`config.mk`:
```
export PLATFORM = sky130hd
export DESIGN_NAME = homomorphic_multiply_ctrl
export DESIGN_NICKNAME = d
export VERILOG_FILES = /design/src/rtl/homomorphic_multiply_ctrl.sv
export SDC_FILE = /design/constraint.sdc
export NUM_CORES = 1
export LEC_CHECK = 0
export CAP_MARGIN = 0
export CORE_ASPECT_RATIO = 0.7
export CORE_MARGIN = 4
export CORE_UTILIZATION = 41
export DETAILED_ROUTE_END_ITERATION = 8
export HOLD_SLACK_MARGIN = 0.08
export PLACE_DENSITY = 0.85
export SETUP_SLACK_MARGIN = 0.02
export SYNTH_ARGS = -nofsm -noshare
export SYNTH_HDL_FRONTEND = slang
export SYNTH_SLANG_ARGS = --single-unit
export TNS_END_PERCENT = 5
```
`constraint.sdc`:
```
create_clock -name clk -period 3.75 [get_ports clk]
set_input_delay 0.75 -clock clk [delete_from_list [all_inputs] [get_ports clk]]
set_output_delay 0.75 -clock clk [all_outputs]
set_load 0.02 [all_outputs]
```
`src/rtl/homomorphic_multiply_ctrl.sv`:
```
// Sequencer for one homomorphic_multiply instance: clears the multiplier, streams
// ciphertexts A and B from a 1-cycle operand memory, drains and captures results.
//
// state  | meaning
// IDLE   | waiting for start
// CLEAR  | one-cycle clear pulse to the multiplier
// LOAD_A | read and issue A rows 0..DIMENSION
// LOAD_B | read and issue B rows 0..DIMENSION
// DRAIN  | issue rows DIMENSION+1..2*DIMENSION without memory reads
// FLUSH  | wait for the last result word to leave the output stage
module homomorphic_multiply_ctrl #(
  parameter int CIPHERTEXT_WIDTH = 21,
  parameter int DIMENSION        = 3,
  parameter int ROW_WIDTH        = DIMENSION + 1
) (
  input  logic                        clk,
  input  logic                        rst,
  input  logic                        start,
  output logic                        busy,
  output logic                        done,
  output logic                        mem_rd_en,
  output logic [ROW_WIDTH:0]          mem_addr,
  input  logic [CIPHERTEXT_WIDTH-1:0] mem_rdata,
  output logic                        mult_clear,
  output logic                        mult_en,
  output logic [ROW_WIDTH-1:0]        mult_row,
  output logic                        mult_select,
  output logic [CIPHERTEXT_WIDTH-1:0] mult_entry,
  input  logic [CIPHERTEXT_WIDTH-1:0] mult_result,
  output logic                        res_valid,
  output logic [ROW_WIDTH-1:0]        res_index,
  output logic [CIPHERTEXT_WIDTH-1:0] res_data,
  output logic                        res_last
);

  localparam logic [ROW_WIDTH-1:0] ROW_LAST_LOAD   = ROW_WIDTH'(DIMENSION);
  localparam logic [ROW_WIDTH-1:0] ROW_FIRST_DRAIN = ROW_WIDTH'(DIMENSION + 1);
  localparam logic [ROW_WIDTH-1:0] ROW_LAST        = ROW_WIDTH'(2 * DIMENSION);

  typedef enum logic [2:0] {IDLE, CLEAR, LOAD_A, LOAD_B, DRAIN, FLUSH} state_t;

  state_t               state;
  logic                 iss;
  logic                 iss_rd;
  logic                 iss_sel;
  logic [ROW_WIDTH-1:0] iss_row;
  logic                 s1_rd;
  logic                 p_valid;
  logic [ROW_WIDTH-1:0] p_index;

  // The issue registers double as the memory request: data returns while the
  // same beat sits in stage 1, so it can be forwarded straight to the multiplier.
  assign mem_rd_en  = iss_rd;
  assign mem_addr   = {iss_sel, iss_row};
  assign mult_entry = s1_rd ? mem_rdata : '0;

  always_ff @(posedge clk) begin
    if (rst) begin
      state       <= IDLE;
      busy        <= 1'b0;
      done        <= 1'b0;
      mult_clear  <= 1'b0;
      iss         <= 1'b0;
      iss_rd      <= 1'b0;
      iss_sel     <= 1'b0;
      iss_row     <= '0;
      mult_en     <= 1'b0;
      mult_row    <= '0;
      mult_select <= 1'b0;
      s1_rd       <= 1'b0;
      p_valid     <= 1'b0;
      p_index     <= '0;
      res_valid   <= 1'b0;
      res_index   <= '0;
      res_data    <= '0;
      res_last    <= 1'b0;
    end else begin
      mult_en     <= iss;
      mult_row    <= iss_row;
      mult_select <= iss_sel;
      s1_rd       <= iss_rd;

      // Only B and drain rows carry a finished partial; A rows just load.
      p_valid   <= mult_en && (mult_select || (mult_row > ROW_LAST_LOAD));
      p_index   <= mult_row;
      res_valid <= p_valid;
      res_index <= p_valid ? p_index : '0;
      res_data  <= p_valid ? mult_result : '0;
      res_last  <= p_valid && (p_index == ROW_LAST);
      done      <= p_valid && (p_index == ROW_LAST);

      mult_clear <= 1'b0;
      case (state)
        IDLE: begin
          if (start) begin
            state      <= CLEAR;
            busy       <= 1'b1;
            mult_clear <= 1'b1;
          end
        end
        CLEAR: begin
          state   <= LOAD_A;
          iss     <= 1'b1;
          iss_rd  <= 1'b1;
          iss_sel <= 1'b0;
          iss_row <= '0;
        end
        LOAD_A: begin
          if (iss_row == ROW_LAST_LOAD) begin
            state   <= LOAD_B;
            iss_sel <= 1'b1;
            iss_row <= '0;
          end else begin
            iss_row <= iss_row + 1'b1;
          end
        end
        LOAD_B: begin
          if (iss_row == ROW_LAST_LOAD) begin
            state   <= DRAIN;
            iss_rd  <= 1'b0;
            iss_sel <= 1'b0;
            iss_row <= ROW_FIRST_DRAIN;
          end else begin
            iss_row <= iss_row + 1'b1;
          end
        end
        DRAIN: begin
          if (iss_row == ROW_LAST) begin
            state   <= FLUSH;
            iss     <= 1'b0;
            iss_row <= '0;
          end else begin
            iss_row <= iss_row + 1'b1;
          end
        end
        FLUSH: begin
          if (res_last) begin
            state <= IDLE;
            busy  <= 1'b0;
          end
        end
        default: state <= IDLE;
      endcase
    end
  end

endmodule
```
==> impl_metrics.json, run 1 <==
{
  "yosysWarningCount": 0,
  "drt_drc_violations_left": 0,
  "io_pins": 108,
  "grt_use_met1": 0.1902,
  "max-cap-violations": 0,
  "top_usage_layer": "met2",
  "cp-end-kind": "primary output",
  "synth_area_per_cell_sq_um": 10.24,
  "outcome": "complete, no violations",
  "critical_path_arrival_ns": 1.92,
  "critical_path.max_fanout": 1,
  "crit_start": "mem_rdata[6]",
  "finalSetupViolations": 0,
  "synth_top_area_frac": 0.5330,
  "fillerInstances": 351,
  "synth_most_common_cell": "dfxtp_1",
  "fmaxAchievable_mhz": 374.8,
  "finish.net_count": 337,
  "ys_types": 39,
  "io_buffers": 107,
  "die_area_sq_um": 5847,
  "async_flop_share": 0,
  "tns_ns": 0,
  "finalCritPeriodShare": 0.7116,
  "gr-usage-met2": 0.2555,
  "ff2ff_path_depth": 5,
  "rsz0062_at_grt": "no",
  "area.sequential_sq_um": 1021,
  "tightest_slew_ns": 0.6532,
  "cts.path.max_buffers": 2,
  "power.leakage_nw": 1.194,
  "min_period_ns": 2.668,
  "die_w_microns": 89.70,
  "vias": 1564,
  "cts_tree": "done",
  "hold_viol_final": 0,
  "final_util": 0.7011,
  "cts_root_buf": "clkbuf_8",
  "route.antenna.remaining_nets": 0,
  "antenna_found_initial": 0,
  "place_congestion": 0.7806,
  "netlist_top_cells_area": "dfxtp_1 (53%), and2_1 (15%), nor2b_1 (4.6%)",
  "ys_seq_area_frac": 0.5330,
  "hold_path_depth": 1,
  "wl_mm": 4.600,
  "clock_latency_ns": 0.30,
  "gr-usage-met3": 0.06892,
  "synth_ff_type": "dfxtp_1",
  "clk_pin_slew_ns": 0.08,
  "grt_max_degree": 27,
  "drtPass1Iterations": 4,
  "cellPowerDensity_nw_per_um2": 379.4,
  "syn_nets": 234,
  "n_antenna_cell": 0,
  "initial_core_util": 0.4325,
  "synth-edff-count": 0,
  "critPathKind": "primary input to primary output",
  "multi_input_area_sq_um": 800.8,
  "wire_per_inst_microns": 13.29,
  "critPathRequiredTime_ns": 3.00,
  "min_path_type": "flip-flop to flip-flop",
  "start_kind": "primary input",
  "hpwl_mm": 3.536,
  "synth_top_area_cell": "dfxtp_1",
  "drt_first_iter_violations": 37,
  "r2r_start": "iss_row[1]",
  "core_area_sq_um": 4429,
  "cts.sinks": 51,
  "syn_inst": 187,
  "drive_gt1_frac": 0.05498,
  "synthTopCellsByCount": "dfxtp_1 (51), and2_1 (46), nor2b_1 (14)",
  "cts_setup_buffers": 0,
  "die_h_microns": 65.19,
  "post_cts_resized": 0,
  "syn-cell-area_sq_um": 1916,
  "holdCritStartpoint": "p_index[2]",
  "via_per_inst": 4.520,
  "cts_max_level": 2,
  "grt_pass1_wl_mm": 7.079,
  "cts_hold_buffers": 0,
  "grt-ovfl-total": 0,
  "grt_pass1_vias": 1469,
  "row_count": 20,
  "timing.slew.headroom": 0.5639,
  "finalMaxSlewViolations": 0,
  "cts_inserted_buffers": 5,
  "synth_seq_cells": 51,
  "grt_use_total": 0.1565,
  "ir_drop_mv": 0.3004,
  "clock_skew_ns": 0.008570,
  "area_growth_syn_to_layout_pct": 62.12
}
==> path summary, 6_finish.rpt <==
path | end | slack (ns)
max | mult_entry[6] | 1.08
min | res_index[2] | 0.45
max reg2reg | state[0] | 1.81
min reg2reg | res_index[2] | 0.45
==> power breakdown <==
part	switching [mW]	internal [mW]
clock network	0.169	0.216
registers	0.0315	0.558
logic	0.0815	0.122
total	0.282	0.896
==> layout make-up <==
class | instances | share of cell area
Clock buffer | 6 | 0.02659
Timing Repair Buffer | 109 | 0.3497
Multi-Input combinational cell | 120 | 0.2579
Tap cell | 55 | 0.02216
Clock inverter | 2 | 0.01128
Inverter | 3 | 0.003626
Sequential cell | 51 | 0.3288
==> worst max-delay path, cell delays in order <==
cell and delay, ns:
clkdlybuf4s50_1 0.45, and2_1 0.12, clkdlybuf4s50_1 0.60
==> registers in the layout, summed over array words and instances, names as in the netlist <==
name	count
busy	1
iss	1
iss_row	4
iss_sel	1
mem_rd_en	1
mult_clear	1
mult_en	1
mult_row	4
mult_select	1
p_index	4
p_valid	1
res_data	21
res_index	4
res_last	1
res_valid	1
s1_rd	1
state	3
==> per-stage QoR <==
| stage | area [sq um] | instances | setup WS [ns] | power (mW) | hold WS (ns) |
|---|---|---|---|---|---|
| floorplan | 1916 | 187 | 1.832 | 0.7125 | 0.4205 |
| global placement | 2988 | 338 | 1.072 | 0.8023 | 0.4286 |
| detailed placement | 2988 | 338 | 1.072 | 0.8069 | 0.4321 |
| CTS | 3105 | 346 | 1.072 | 1.191 | 0.4521 |
| global route | 3105 | 346 | 1.019 | 1.234 | 0.4708 |
| finish | 3105 | 346 | 1.082 | 1.178 | 0.4493 |
==> placed cells by master, fill, tap and decap left out, drive strengths merged, types with 2 or more instances in the layout <==
cell and count:
buf 2, a31oi 3, o21ai 4, xnor2 2, inv 3, dfxtp 51, nor2b 14, a21oi 3
nand2 2, a2bb2oi 2, and3 3, nor2 10, clkdlybuf4s50 107, nand3b 2, ha 2, nand3 3
o21a 2, nor3b 2, clkbuf 6, a211oi 3, and2 46
==> per-layer routing <==
layer	part of all wire	wire, microns	vias up
met2	0.45	2057	56
met3	0.098	449	5
met5	0	0	-
met1	0.45	2056	681
met4	0.0078	36	0
li1	-	-	822
==> cell families after synthesis <==
group | count (synthesis) | synth area share
AOI/OAI and AO/OA | 27 | 0.1137
xor gates and xnor gates | 2 | 0.009146
buffers and inverters | 16 | 0.04899
DFF | 51 | 0.5330
adders and majority gates | 2 | 0.01306
and+or+nand+nor | 89 | 0.2822
(Power assumes the default switching activity.)
==> inputs of run 2 (changes only) <==
CORE_UTILIZATION = 38   (was 41)
PLACE_DENSITY = 0.8   (was 0.85)
clock period = 2.68 ns   (was 3.75 ns; I/O delays follow)
==> impl_metrics.json, run 2 (synthesis results as in run 1) <==
{
  "cp-end-kind": "primary output",
  "die_h_microns": 67.41,
  "finish.net_count": 339,
  "grt_pass1_wl_mm": 7.100,
  "grt-ovfl-total": 0,
  "grt_use_total": 0.1479,
  "largest_reg_flops": 21,
  "fmaxAchievable_mhz": 439.2,
  "route.antenna.remaining_nets": 0,
  "mostFrequentLayoutCell": "clkdlybuf4s50_1",
  "row_count": 21,
  "critPathRequiredTime_ns": 2.14,
  "hpwl_mm": 3.641,
  "critical_path_arrival_ns": 1.74,
  "rrSetupSlack_ns": 0.74,
  "io_pins": 108,
  "area.sequential_sq_um": 1021,
  "drt_drc_violations_left": 0,
  "drive_gt1_frac": 0.06143,
  "clock_skew_ns": 0.007293,
  "finalCritPeriodShare": 0.8496,
  "cts_max_level": 2,
  "cts.sinks": 51,
  "hold_viol_final": 0,
  "crit_start": "s1_rd",
  "cts.path.max_buffers": 2,
  "wl_mm": 4.682,
  "initial_core_util": 0.3962,
  "cellPowerDensity_nw_per_um2": 505.5,
  "tns_ns": 0,
  "tightest_slew_ns": 0.5904,
  "area_growth_syn_to_layout_pct": 62.77,
  "holdCritStartpoint": "p_index[2]",
  "grt_pass1_vias": 1441,
  "post_cts_resized": 0,
  "ir_drop_mv": 0.3117,
  "start_kind": "flip-flop",
  "cts_tree": "done",
  "die_area_sq_um": 6259,
  "fillerInstances": 408,
  "final_cell_mix": "clkdlybuf4s50_1 (107), dfxtp_1 (51), and2_1 (46)",
  "clock_latency_ns": 0.31,
  "power.leakage_nw": 1.194,
  "multi_input_area_sq_um": 800.8,
  "io_buffers": 107,
  "max-cap-violations": 0,
  "finalSetupViolations": 0,
  "antenna_found_initial": 0,
  "finalMaxSlewViolations": 0,
  "r2r_start": "iss_row[1]",
  "via_per_inst": 4.445,
  "timing.slew.headroom": 0.6059,
  "critPathKind": "flip-flop to primary output",
  "min_period_ns": 2.277,
  "place_congestion": 0.7468,
  "die_w_microns": 92.86,
  "outcome": "complete, no violations",
  "cts_setup_buffers": 0,
  "core_area_sq_um": 4835,
  "finalPower_mw": 1.576,
  "vias": 1609,
  "drtPass1Iterations": 4,
  "largest-register": "res_data",
  "rsz0062_at_grt": "no",
  "drt_first_iter_violations": 37,
  "final_util": 0.6449,
  "n_antenna_cell": 0,
  "critical_path.max_fanout": 21,
  "grt_max_degree": 22,
  "wire_per_inst_microns": 12.93,
  "cts_root_buf": "clkbuf_8",
  "clk_pin_slew_ns": 0.09,
  "cts_inserted_buffers": 5,
  "min_path_type": "flip-flop to flip-flop",
  "cts_hold_buffers": 0
}
run 2: cell type report:
type / instances / share of cell area
Clock inverter: 3 / 0.009230
Inverter: 3 / 0.003612
Timing Repair Buffer: 111 / 0.3531
Tap cell: 69 / 0.02769
Multi-Input combinational cell: 120 / 0.2568
Clock buffer: 5 / 0.02207
Sequential cell: 51 / 0.3274
run 2: final timing paths:
kind,end,cells after the start
worst min-delay path,res_index[2],1
worst max register to register,state[0],5
worst max-delay path,mult_entry[14],2
worst min register to register,res_index[2],1
run 2: critical path: stages, from the launching register on:
cell and delay (ns):
dfxtp_1 0.62, and2_1 0.21, clkdlybuf4s50_1 0.60
run 2: through the flow:
step                      std cells  hold slack (ns)  worst slack [ns]  area (sq um)
after floorplan                 187           0.4205            0.7615          1916
after global placement          354           0.4283            0.4302          3020
after detailed placement        354           0.4364            0.4138          3020
after CTS                       362           0.4593            0.3739          3118
after global routing            362           0.4618            0.2668          3118
final                           362           0.4556            0.4032          3118
run 2: power breakdown:
group	switching, mW	internal, mW	total [mW]	leakage, nW
logic	0.123	0.173	0.296	0.731
clock network	0.268	0.194	0.461	0.0502
registers	0.0373	0.782	0.819	0.413
run 2: metal layers:
layer  part of all wire  up-vias  wire length, microns  GRT usage
met1               0.46      708                  2166     0.1919
met2               0.43       64                  2025     0.2224
met3              0.088        7                   414    0.05345
met5                  0        -                     0          0
li1                   -      830                     -          -
met4              0.016        0                    76    0.06581
